## config.mk

```make
export PLATFORM = sky130hd
export DESIGN_NAME = framing_decoding
export DESIGN_NICKNAME = d
export VERILOG_FILES = /design/src/rtl/framing_decoding.sv
export SDC_FILE = /design/constraint.sdc
export NUM_CORES = 1
export LEC_CHECK = 0
export BUFFER_PORTS_ARGS = -buffer_cell sky130_fd_sc_hd__buf_4
export CORE_MARGIN = 10
export CORE_UTILIZATION = 52
export CTS_CLUSTER_DIAMETER = 150
export DETAILED_ROUTE_END_ITERATION = 7
export PLACE_DENSITY = 0.74
export SLEW_MARGIN = 20
export SYNTH_ARGS = -nofsm -noshare
export SYNTH_HDL_FRONTEND = slang
export SYNTH_SLANG_ARGS = --single-unit
```

## constraint.sdc

```tcl
create_clock -name clk -period 1.6 [get_ports clk]
set_input_delay 0 -clock clk [delete_from_list [all_inputs] [get_ports clk]]
set_output_delay 0 -clock clk [all_outputs]
set_load 0.01 [all_outputs]
```

## src/rtl/framing_decoding.sv

```systemverilog
// -----------------------------------------------------------------------------
// framing_decoding
//   Receive-side frame sync and byte recovery for the PHY. Consumes a serial
//   bitstream (LSB-first per byte) of preamble zeros, SFD, PHR and PSDU.
//   It locks on SFD after enough zeros, then emits the PHR byte and the PSDU
//   bytes to the MAC side with a one-cycle byte strobe.
//
//   Optional feature macro: FRAMING_DECODING_CRC_EN
//     defined   -> bit-serial CRC-16 (x^16+x^12+x^5+1, init 0, LSB-first) over
//                  all PSDU bits including the trailing FCS; crc_ok is valid
//                  with frame_end.
//     undefined -> no CRC logic; crc_ok is tied low.
//
// Ports
//   clk                        in   1  rising-edge clock
//   reset                      in   1  synchronous, active-high
//   framing_decoding_in        in   1  serial input bit
//   framing_decoding_in_valid  in   1  input bit is consumed only when high
//   phr_psdu_out               out  8  recovered byte, held between strobes
//   phr_psdu_out_valid         out  1  one-cycle strobe per recovered byte
//   phr_flag                   out  1  strobe carries the PHR byte
//   frame_end                  out  1  strobe carries the last PSDU byte
//   len_err                    out  1  PHR length field was zero
//   sync_locked                out  1  high while in PHR or PSDU state
//   crc_ok                     out  1  FCS check result, valid with frame_end
// -----------------------------------------------------------------------------
module framing_decoding #(
  parameter int          SYNC_ZEROS = 32,
  parameter logic [7:0]  SFD_BYTE   = 8'hA7
) (
  input  logic       clk,
  input  logic       reset,
  input  logic       framing_decoding_in,
  input  logic       framing_decoding_in_valid,
  output logic [7:0] phr_psdu_out,
  output logic       phr_psdu_out_valid,
  output logic       phr_flag,
  output logic       frame_end,
  output logic       len_err,
  output logic       sync_locked,
  output logic       crc_ok
);

  localparam logic [5:0] LP_SYNC = 6'(SYNC_ZEROS);

  typedef enum logic [1:0] {S_HUNT, S_SFD, S_PHR, S_PSDU} state_t;

  state_t     r_state,     w_state_nxt;
  logic [5:0] r_zero_cnt,  w_zero_cnt_nxt;
  logic [2:0] r_bit_cnt,   w_bit_cnt_nxt;
  logic [6:0] r_byte_cnt,  w_byte_cnt_nxt;
  logic [7:0] r_shift;
  logic [7:0] r_out,       w_out_nxt;
  logic       r_out_valid, w_out_valid_nxt;
  logic       r_phr_flag,  w_phr_flag_nxt;
  logic       r_frame_end, w_frame_end_nxt;
  logic       r_len_err,   w_len_err_nxt;

  // Byte as it will look once the current input bit is shifted in at bit 7.
  logic [7:0] w_byte;
  logic       w_byte_done;
  assign w_byte      = {framing_decoding_in, r_shift[7:1]};
  assign w_byte_done = (r_bit_cnt == 3'd7);

  always_comb begin
    // NOTE: every combinational output gets a default first so no path leaves
    // it unassigned, which would otherwise infer a latch.
    w_state_nxt     = r_state;
    w_zero_cnt_nxt  = r_zero_cnt;
    w_bit_cnt_nxt   = r_bit_cnt;
    w_byte_cnt_nxt  = r_byte_cnt;
    w_out_nxt       = r_out;
    w_out_valid_nxt = 1'b0;
    w_phr_flag_nxt  = 1'b0;
    w_frame_end_nxt = 1'b0;
    w_len_err_nxt   = 1'b0;

    if (framing_decoding_in_valid) begin
      // The 3-bit counter wraps to 0 on the 8th bit of every byte.
      w_bit_cnt_nxt = r_bit_cnt + 3'd1;
      unique case (r_state)
        S_HUNT: begin
          w_bit_cnt_nxt = '0;
          if (!framing_decoding_in) begin
            if (r_zero_cnt != LP_SYNC) w_zero_cnt_nxt = r_zero_cnt + 6'd1;
          end else begin
            w_zero_cnt_nxt = '0;
            // The first 1 after the preamble is bit 0 of the SFD.
            if (r_zero_cnt == LP_SYNC) begin
              w_state_nxt   = S_SFD;
              w_bit_cnt_nxt = 3'd1;
            end
          end
        end
        S_SFD: begin
          if (w_byte_done) w_state_nxt = (w_byte == SFD_BYTE) ? S_PHR : S_HUNT;
        end
        S_PHR: begin
          if (w_byte_done) begin
            w_out_nxt       = w_byte;
            w_out_valid_nxt = 1'b1;
            w_phr_flag_nxt  = 1'b1;
            // Bit 7 is reserved: passed through but not part of the length.
            if (w_byte[6:0] == 7'd0) begin
              w_len_err_nxt = 1'b1;
              w_state_nxt   = S_HUNT;
            end else begin
              w_byte_cnt_nxt = w_byte[6:0];
              w_state_nxt    = S_PSDU;
            end
          end
        end
        S_PSDU: begin
          if (w_byte_done) begin
            w_out_nxt       = w_byte;
            w_out_valid_nxt = 1'b1;
            w_byte_cnt_nxt  = r_byte_cnt - 7'd1;
            if (r_byte_cnt == 7'd1) begin
              w_frame_end_nxt = 1'b1;
              w_state_nxt     = S_HUNT;
            end
          end
        end
        default: w_state_nxt = S_HUNT;
      endcase
    end
  end

  always_ff @(posedge clk) begin
    // NOTE: sequential state uses non-blocking assignments so every register
    // samples pre-edge values regardless of statement order.
    if (reset) begin
      r_state     <= S_HUNT;
      r_zero_cnt  <= '0;
      r_bit_cnt   <= '0;
      r_byte_cnt  <= '0;
      r_shift     <= '0;
      r_out       <= '0;
      r_out_valid <= 1'b0;
      r_phr_flag  <= 1'b0;
      r_frame_end <= 1'b0;
      r_len_err   <= 1'b0;
    end else begin
      r_state     <= w_state_nxt;
      r_zero_cnt  <= w_zero_cnt_nxt;
      r_bit_cnt   <= w_bit_cnt_nxt;
      r_byte_cnt  <= w_byte_cnt_nxt;
      if (framing_decoding_in_valid) r_shift <= w_byte;
      r_out       <= w_out_nxt;
      r_out_valid <= w_out_valid_nxt;
      r_phr_flag  <= w_phr_flag_nxt;
      r_frame_end <= w_frame_end_nxt;
      r_len_err   <= w_len_err_nxt;
    end
  end

`ifdef FRAMING_DECODING_CRC_EN
  // Reflected CRC-16 (0x8408 is x^16+x^12+x^5+1 bit-reversed), LSB-first.
  // Running the FCS through the register leaves a zero residue on a good frame.
  logic [15:0] r_crc;
  logic [15:0] w_crc_step;
  logic        w_crc_fb;
  logic        w_enter_psdu;
  logic        w_psdu_bit;
  logic        r_crc_ok;

  assign w_crc_fb     = framing_decoding_in ^ r_crc[0];
  assign w_crc_step   = {1'b0, r_crc[15:1]} ^ (w_crc_fb ? 16'h8408 : 16'h0000);
  assign w_enter_psdu = (r_state == S_PHR) && (w_state_nxt == S_PSDU);
  assign w_psdu_bit   = framing_decoding_in_valid && (r_state == S_PSDU);

  always_ff @(posedge clk) begin
    if (reset) begin
      r_crc    <= '0;
      r_crc_ok <= 1'b0;
    end else begin
      r_crc_ok <= w_frame_end_nxt && (w_crc_step == 16'h0000);
      if (w_enter_psdu)    r_crc <= '0;
      else if (w_psdu_bit) r_crc <= w_crc_step;
    end
  end

  assign crc_ok = r_crc_ok;
`else
  assign crc_ok = 1'b0;
`endif

  assign phr_psdu_out       = r_out;
  assign phr_psdu_out_valid = r_out_valid;
  assign phr_flag           = r_phr_flag;
  assign frame_end          = r_frame_end;
  assign len_err            = r_len_err;
  assign sync_locked        = (r_state == S_PHR) || (r_state == S_PSDU);

endmodule

```

* Yosys cells after proc, flatten, opt, wreduce, memory -nomap -nowiden
Index checks and enable logic that the tools add are counted.
Storage, ports and cells: output and inout bits 14, word-level logic and storage cells 68, register bits after elaboration 38, input bits 4
Cells by class: bitwise gates (word level) 5, muxes and demuxes 21, reduce and logical (&&, ||, !) cells 14, $add $sub $neg 3, eq/ne operators 15
Operator list (number):
- $mux W7 | 3
- $mux W2 | 8
- $ne A2 B2 Y1 const B | 7
- $pmux W7 S2 | 1
- $mux W6 | 2
- $eq A8 B8 Y1 const B | 1
- $pmux W2 S4 | 1
- $reduce_or A4 Y1 | 2
- $eq A7 B1 Y1 const B | 1
- $logic_not A7 Y1 | 1
- $reduce_and A7 Y1 | 1
- $sub A7 B1 Y7 const B | 1
- $add A6 B1 Y6 const B | 1
- $eq A6 B6 Y1 const B | 1
- $ne A6 B6 Y1 const B | 1
- $reduce_and A3 Y1 | 2
- $reduce_or A3 Y1 | 2
- $mux W1 | 5
- $not A1 Y1 | 5
- $reduce_and A5 Y1 | 1
- $eq A2 B2 Y1 const B | 2
- $reduce_bool A2 Y1 | 2
- $add A3 B1 Y3 const B | 1
- $eq A3 B3 Y1 const B | 1
- 5 further kinds | 5

* Depth between registers and ports, before layout
Gate-level depths: netlist (run 1).
depth after elaboration 4, depth in mapped cells 7, depth with buffers taken out 6

* Worst setup path before layout (run 1)
OpenSTA, ideal clock, no wires.
path type flip-flop to flip-flop, start register r_bit_cnt[0], end register r_state[1], slack -107 ps, required time 1478 ps, arrival time 1585 ps, library setup time 122 ps, stages on the path, launching flop included 7, period minus slack after synthesis 1707 ps, cell sequence dfxtp_1 ha_1 ha_1 a21oi_1 o41ai_4 and3_2 a311o_1
On the way: longest elaborated chain between the ends 3, elaborated cells on any way between the ends 5, those cells by class eq/ne (4); reduce/logical (1)
RTL lines:
- start: declaration | RTL line 50 | logic [2:0] r_bit_cnt, w_bit_cnt_nxt;
- start signal: assignment | RTL line 146 | r_bit_cnt <= w_bit_cnt_nxt;
- $eq A3 B3 Y1 * | RTL line 63 | assign w_byte_done = (r_bit_cnt == 3'd7);
- net w_byte_done | RTL line 61 | logic w_byte_done;
- $ne A2 B2 Y1 (no line)
- $reduce_and A7 Y1 (no line) *
- end signal: assignment | RTL line 144 | r_state <= w_state_nxt;
- end: declaration | RTL line 48 | state_t r_state, w_state_nxt;
Mark *: on every way through the listed nets, which the timed path passes. The rest lies on a longest branch. A chain may end at the register's enable or synchronous reset.

* Final worst setup path (run 1)
start register r_zero_cnt[3], end register r_state[1]
On the way: longest elaborated chain between the ends 3
RTL lines:
- start: declaration | RTL line 49 | logic [5:0] r_zero_cnt, w_zero_cnt_nxt;
- start signal: assignment | RTL line 145 | r_zero_cnt <= w_zero_cnt_nxt;
- $eq A6 B6 Y1 | RTL line 89 | if (r_zero_cnt == LP_SYNC) begin
- $ne A2 B2 Y1 (no line)
- $reduce_and A7 Y1 (no line)
Every way passes these cells.

==> flow_metrics.py, run 1 <==
metrics = {
    "run_status": {
        "status": "complete, but fails checks",
        "violations": "negative setup slack",
    },
    "worst_setup_path": {
        "cp_cell_sequence": "or3_4 > o41ai_4 > a41oi_2 > a311o_1",
        "reg2reg_from": "r_zero_cnt[3]",
        "r2r_cells": 4,
        "r2r_slack_ps": -90,
        "max_stage_delay_ps": 400,
        "critPathTopFamily": "compound AO/OA/AOI/OAI gates",
        "path_max_fanout": 3,
        "critical_path_buf_inv_count": 0,
        "cp-end-kind": "register",
        "crit_path_start_kind": "register",
        "crit_arrival_ps": 1930,
        "cp_data_required_time_ps": 1840,
        "cp_slowest_cell": "or3_4",
        "crit_type": "reg2reg",
        "timing.rr.end": "r_state[1]",
    },
    "synth": {
        "synth_seq_cells": 37,
        "synth_compound_area_frac": 0.215,
        "synth_top_area_cell": "dfxtp_1",
        "yosysTopAreaCellShare": 0.396,
        "muxShareOfSynthArea": 0.0428,
        "syn-cell-area_sq_mm": 0.00187,
        "ys_warn_count": 0,
        "syn-num-nets": 236,
        "ys_seq_area_frac": 0.396,
        "synth-edff-count": 0,
        "synth_xor_area_frac": 0,
        "yosys.area_share.simple": 0.247,
        "synth.distinct_cells": 44,
        "synthAdderAreaFrac": 0.0468,
        "synth-main-ff-cell": "dfxtp_1",
        "postSynthCellCount": 225,
        "synth_top_family_by_area": "simple AND/OR/NAND/NOR gates",
        "synth.area.top_cells": "dfxtp_1 40%, a21oi_1 7.2%, nand2_1 5.4%",
        "ys_async_sr_fraction": 0,
        "syn_area_per_cell_sq_um": 8.32,
    },
    "min_path": {
        "min_path_type": "in2reg",
        "hp-start": "reset",
        "holdPathEnd": "r_byte_cnt[1]",
        "worstHoldPathCells": 3,
    },
    "power_and_ir_drop": {
        "power_density_mw_per_mm2": 694,
        "cellLeakagePower_nw": 0.938,
        "p_sw_mw": 0.393,
        "switching_share": 0.226,
        "combPwrFrac": 0.066,
        "ir_drop_uv": 597,
        "total_power_mw": 1.74,
        "seq_power_share": 0.536,
        "power_frac_clock": 0.398,
        "internal_power_mw": 1.35,
    },
    "clocking": {
        "cts_root_buffer": "clkbuf_4",
        "numCtsBuffers": 5,
        "cts_buffer_depth": 2,
        "path_clk_slew_ps": 120,
        "tritoncts": "done",
        "cts_sinks": 37,
        "htreeDepth": 2,
        "clkLatencyLatePin_ps": 350,
    },
    "layout": {
        "layout.nets": 276,
        "insertedDiodeCount": 0,
        "synthToLayoutAreaGrowth_pct": 34.0,
        "drive_above_1_share": 0.335,
        "design_area_sq_mm": 0.00251,
    },
    "floorplanning": {
        "rows": 21,
        "die_w_um": 80.0,
        "ios": 18,
        "dieArea_sq_mm": 0.00640,
        "start_util": 0.548,
        "core_sq_mm": 0.00342,
        "die_height_um": 80.0,
    },
    "timing": {
        "fin_crit_sh": 1.05,
        "whs_ps": 434,
        "report.final.slew_viol_count": 0,
        "rsz0062_at_grt": "yes",
        "worst_slack_ps": -87.8,
        "fin_skew_ps": 10.2,
        "setup_violations": 3,
        "hold_violations": 0,
        "post-route-min-period_ps": 1690,
        "tns_ps": -128,
        "max_freq_ghz": 0.592,
    },
    "placement": {
        "gp_congestion": 0.849,
        "place_area_sq_mm": 0.00222,
        "hpwlAfterDp_mm": 3.08,
        "numPortBuffers": 16,
        "place_ws_ps": -71.0,
    },
    "drt": {
        "vias_per_cell": 5.78,
        "drt_iter0_markers": 179,
        "wire_per_inst_um": 14.9,
        "drc": 0,
        "dr.pass1.iters": 4,
        "ant_nets": 0,
        "num_vias": 1803,
        "wirelength_mm": 4.66,
    },
    "global_routing": {
        "grt_start_max_net_pins": 34,
        "grt_pass1_wl_mm": 7.39,
        "grt.total_usage": 0.142,
        "grt_overflow": 0,
        "grt_antenna_before_repair": 0,
        "grt_pass1_vias": 1594,
    },
    "run": {
        "cap_violations": 0,
    },
}
[power by group through the flow]
stage	registers, mW	clock network [mW]	logic [mW]
2_1_floorplan	0.953	0	0.0614
3_3_place_gp	0.952	0	0.0980
3_5_place_dp	0.952	0	0.0980
4_1_cts	0.933	0.701	0.108
5_1_grt	0.934	0.738	0.124
6_report	0.933	0.692	0.115
[flip-flops by register name, summed over array words and instances, names as in the netlist]
register / count
frame_end: 1
len_err: 1
phr_flag: 1
phr_psdu_out: 8
phr_psdu_out_valid: 1
r_bit_cnt: 3
r_byte_cnt: 7
r_shift: 7
r_state: 2
r_zero_cnt: 6
[timing repair]
action                     CTS  global route
hold buffers                 3             0
setup endpoints to repair    9             8
cloned                       0             0
setup buffers                0             1
hold endpoints to repair     8             0
pin swaps                    2             7
resized for setup           11            24
[cells in the mapped netlist, types with 2 or more instances]
| library cell | n |
|---|---|
| buf_2 | 6 |
| inv_1 | 5 |
| a22oi_1 | 3 |
| o211ai_1 | 2 |
| o21ai_0 | 6 |
| nand2_1 | 27 |
| and3_1 | 2 |
| o311ai_0 | 2 |
| nand4_1 | 4 |
| nand3_1 | 7 |
| o32ai_1 | 3 |
| nand2b_1 | 8 |
| nor2_1 | 22 |
| mux2i_1 | 8 |
| a31oi_1 | 4 |
| dfxtp_1 | 37 |
| nor3_1 | 7 |
| nand3b_1 | 3 |
| clkbuf_1 | 9 |
| a21oi_1 | 27 |
| a211oi_1 | 2 |
| ha_1 | 7 |
| nor4_1 | 2 |
| a41oi_1 | 2 |
[worst reg2reg max path, cell delays in order (launching register included)]
cell	delay, ps
dfxtp_2	340
or3_4	400
o41ai_4	400
a41oi_2	160
a311o_1	280
[through the flow]
step,utilization,cells
floorplan,-,225
global placement,0.651,300
detailed placement,0.651,300
CTS,0.704,311
global route,0.734,312
finish,0.734,312
[routing by layer]
layer / track usage / routed length [um]
met1: 0.175 / 2090
met3: 0.0372 / 207
met2: 0.236 / 2310
met5: 0 / 0
met4: 0.0370 / 52
[how the worst max path moves through the flow]
stage / from / endpoint / slack (ps) / depth (start not counted)
final: r_zero_cnt[3] / r_state[1] / -90 / 4
after global routing: r_zero_cnt[3] / r_state[1] / -140 / 4
after CTS: r_zero_cnt[2] / r_state[1] / 20 / 4
after detailed placement: r_bit_cnt[1] / r_byte_cnt[3] / -70 / 6
after global placement: r_bit_cnt[1] / r_byte_cnt[5] / -8 / 6
after floorplan: r_bit_cnt[0] / r_byte_cnt[5] / 9 / 7
[final cells by class]
| cell class | instances | area (sq um) |
|---|---|---|
| multi-input combinational | 166 | 1210 |
| sequential | 37 | 748 |
| timing repair buffer | 50 | 387 |
| fill | 256 | 908 |
| clock buffer | 6 | 51.3 |
| inverter | 5 | 18.8 |
| tap | 46 | 57.6 |
| clock inverter | 2 | 37.5 |
[logic make-up after synthesis]
| kind of cell | count (synthesis) |
|---|---|
| AOI/OAI and AO/OA | 59 |
| adders and majority gates | 7 |
| buffers and inverters | 22 |
| DFF | 37 |
| muxes | 8 |
| other | 1 |
| and+or+nand+nor | 91 |
[layout by cell type (no fill, tap or decap), types with 4 or more instances in the layout]
cell | netlist | final
buf_4 | 1 | 46
dfxtp_1 | 37 | 31
o21ai_0 | 6 | 5
a31oi_1 | 4 | 4
dfxtp_2 | 0 | 6
ha_1 | 7 | 5
mux2i_1 | 8 | 8
a21oi_2 | 0 | 5
a21oi_1 | 27 | 21
nand4_1 | 4 | 4
nand2b_1 | 8 | 8
inv_1 | 5 | 5
clkbuf_4 | 0 | 5
nor2_1 | 22 | 20
nand2_1 | 27 | 26
nand3_1 | 7 | 5
nor3_1 | 7 | 6
(Power assumes the default switching activity.)
==> run 2: changes to the inputs <==
--- a/config.mk
+++ b/config.mk
@@ -5,12 +5,14 @@
 export SDC_FILE = /design/constraint.sdc
 export NUM_CORES = 1
 export LEC_CHECK = 0
-export BUFFER_PORTS_ARGS = -buffer_cell sky130_fd_sc_hd__buf_4
+export CELL_PAD_IN_SITES_DETAIL_PLACEMENT = 0
+export CELL_PAD_IN_SITES_GLOBAL_PLACEMENT = 1
 export CORE_MARGIN = 10
-export CORE_UTILIZATION = 52
+export CORE_UTILIZATION = 42
 export CTS_CLUSTER_DIAMETER = 150
 export DETAILED_ROUTE_END_ITERATION = 7
-export PLACE_DENSITY = 0.74
+export DONT_BUFFER_PORTS = 1
+export PLACE_DENSITY_LB_ADDON = 0.1
 export SLEW_MARGIN = 20
 export SYNTH_ARGS = -nofsm -noshare
 export SYNTH_HDL_FRONTEND = slang
==> run 2 against run 1 <==
- the run ends with negative hold slack, negative setup slack left
- worst setup slack better by 46 ps
- combinational power is 11% lower
- first-iteration DRC count is 37% lower
- critical endpoint unchanged
==> flow_metrics.py, run 2 (synthesized netlist as in run 1, its figures left out) <==
metrics = {
    "run_status": {
        "status": "complete, but fails checks",
        "violations": "negative hold slack, negative setup slack",
    },
    "worst_setup_path": {
        "cp-end-kind": "register",
        "reg2reg_from": "r_zero_cnt[2]",
        "timing.rr.end": "r_state[1]",
        "crit_type": "reg2reg",
        "path_max_fanout": 3,
        "crit_arrival_ps": 1830,
        "cp_data_required_time_ps": 1790,
        "r2r_slack_ps": -40,
        "crit_path_start_kind": "register",
        "r2r_cells": 4,
    },
    "floorplanning": {
        "rows": 24,
        "start_util": 0.433,
        "ios": 18,
        "die_w_um": 86.8,
        "dieArea_sq_mm": 0.00753,
        "die_height_um": 86.8,
        "core_sq_mm": 0.00432,
    },
    "clocking": {
        "numCtsBuffers": 5,
        "cts_buffer_depth": 2,
        "tritoncts": "done",
        "clkLatencyLatePin_ps": 290,
        "cts_sinks": 37,
        "cts_root_buffer": "clkbuf_8",
        "htreeDepth": 2,
        "path_clk_slew_ps": 80,
    },
    "layout": {
        "drive_above_1_share": 0.248,
        "layout.nets": 272,
        "fin_util": 0.566,
        "insertedDiodeCount": 0,
        "final_cell_mix": "35 x buf_4, 34 x dfxtp_1, 27 x nand2_1",
        "final_common_cell": "buf_4",
        "largest_reg_flops": 8,
        "final_cells": 314,
        "synthToLayoutAreaGrowth_pct": 30.7,
    },
    "global_routing": {
        "grt.total_usage": 0.137,
        "grt_antenna_before_repair": 0,
        "grt_start_max_net_pins": 41,
        "grt_overflow": 0,
        "grt_pass1_vias": 1809,
        "grt_pass1_wl_mm": 8.35,
    },
    "drt": {
        "vias_per_cell": 5.63,
        "ant_nets": 0,
        "wirelength_mm": 4.93,
        "drt_iter0_markers": 112,
        "drc": 0,
        "wire_per_inst_um": 15.7,
        "dr.pass1.iters": 4,
        "num_vias": 1768,
    },
    "power_and_ir_drop": {
        "power_density_mw_per_mm2": 760,
        "cellLeakagePower_nw": 0.879,
        "ir_drop_uv": 499,
    },
    "min_path": {
        "worstHoldPathCells": 1,
        "holdPathEnd": "r_bit_cnt[0]",
        "min_path_type": "in2reg",
        "hp-start": "framing_decoding_in_valid",
    },
    "timing": {
        "fin_skew_ps": 4.63,
        "setup_violations": 2,
        "whs_ps": -212,
        "fin_crit_sh": 1.03,
        "hold_violations": 6,
        "rsz0062_at_grt": "yes",
        "report.final.slew_viol_count": 0,
        "max_freq_ghz": 0.609,
        "post-route-min-period_ps": 1640,
        "worst_slack_ps": -42.3,
    },
    "placement": {
        "gp_congestion": 0.851,
        "dpl.cell_count": 293,
        "numPortBuffers": 0,
        "hpwlAfterDp_mm": 3.36,
        "place_ws_ps": -107,
    },
    "run": {
        "cap_violations": 0,
    },
}
==> run 2: cell types whose count changed in the layout (fill, tap and decap cells not counted), moves of 2 or more <==
cell | before | now
buf_4 | 46 | 35
dlygate4sd3_1 | 3 | 10
clkbuf_4 | 5 | 0
clkbuf_8 | 1 | 5
a21oi_1 | 21 | 24
dfxtp_1 | 31 | 34
dfxtp_2 | 6 | 3
a21oi_2 | 5 | 3
==> run 2: metal layers <==
metal / track usage / wire, um / vias up
met3: 0.0441 / 176 / 5
met5: 0 / 0 / -
li1: - / - / 881
met1: 0.152 / 2170 / 855
met4: 0.0560 / 48 / 0
met2: 0.235 / 2540 / 27
==> run 2: report_power, final <==
| part | internal [mW] | total [mW] | switching (mW) |
|---|---|---|---|
| combinational | 0.0496 | 0.102 | 0.0519 |
| sequential | 0.926 | 0.931 | 0.00478 |
| clock | 0.466 | 0.826 | 0.360 |
| total | 1.44 | 1.86 | 0.417 |
==> run 2: final cells by class <==
type | count | area [sq um]
repair buffers | 46 | 383
clock inverters | 3 | 46.3
inverters | 5 | 18.8
multi-input cells | 166 | 1120
flip-flops and latches | 37 | 744
well taps | 52 | 65.1
fillers | 398 | 1880
clock buffers | 5 | 68.8
==> run 2: worst max-delay path: stages (launching register included) <==
cell and delay, ps:
dfxtp_2 320, or3_4 400, o41ai_4 370, a41oi_2 170, a311o_1 280
==> run 2: timing repair <==
action,4_1_cts,5_1_grt
setup endpoints to repair,8,11
hold buffers,10,1
pin swaps,2,1
hold endpoints to repair,37,5
setup buffers,1,1
gates resized for setup,6,8
==> run 2: per-stage QoR <==
step                      area, sq um  hold slack [ps]  power [mW]  TNS, ps
after floorplan                  1900              180        1.01        0
after global placement           2130             75.2        1.01    -33.2
after detailed placement         2130             76.0        1.02     -500
after CTS                        2400             -220        1.88    -65.6
after global routing             2450             -219        1.94     -574
final                            2450             -212        1.86    -52.7
==> run 2: worst max-delay path by stage <==
stage / start / to / slack, ps / cells past startpoint
floorplan: r_bit_cnt[0] / r_byte_cnt[5] / 9 / 7
global placement: r_bit_cnt[1] / r_byte_cnt[5] / -30 / 6
detailed placement: r_bit_cnt[0] / r_byte_cnt[5] / -110 / 6
CTS: r_zero_cnt[2] / r_state[1] / -50 / 4
global route: r_zero_cnt[2] / r_state[1] / -110 / 4
finish: r_zero_cnt[2] / r_state[1] / -40 / 4
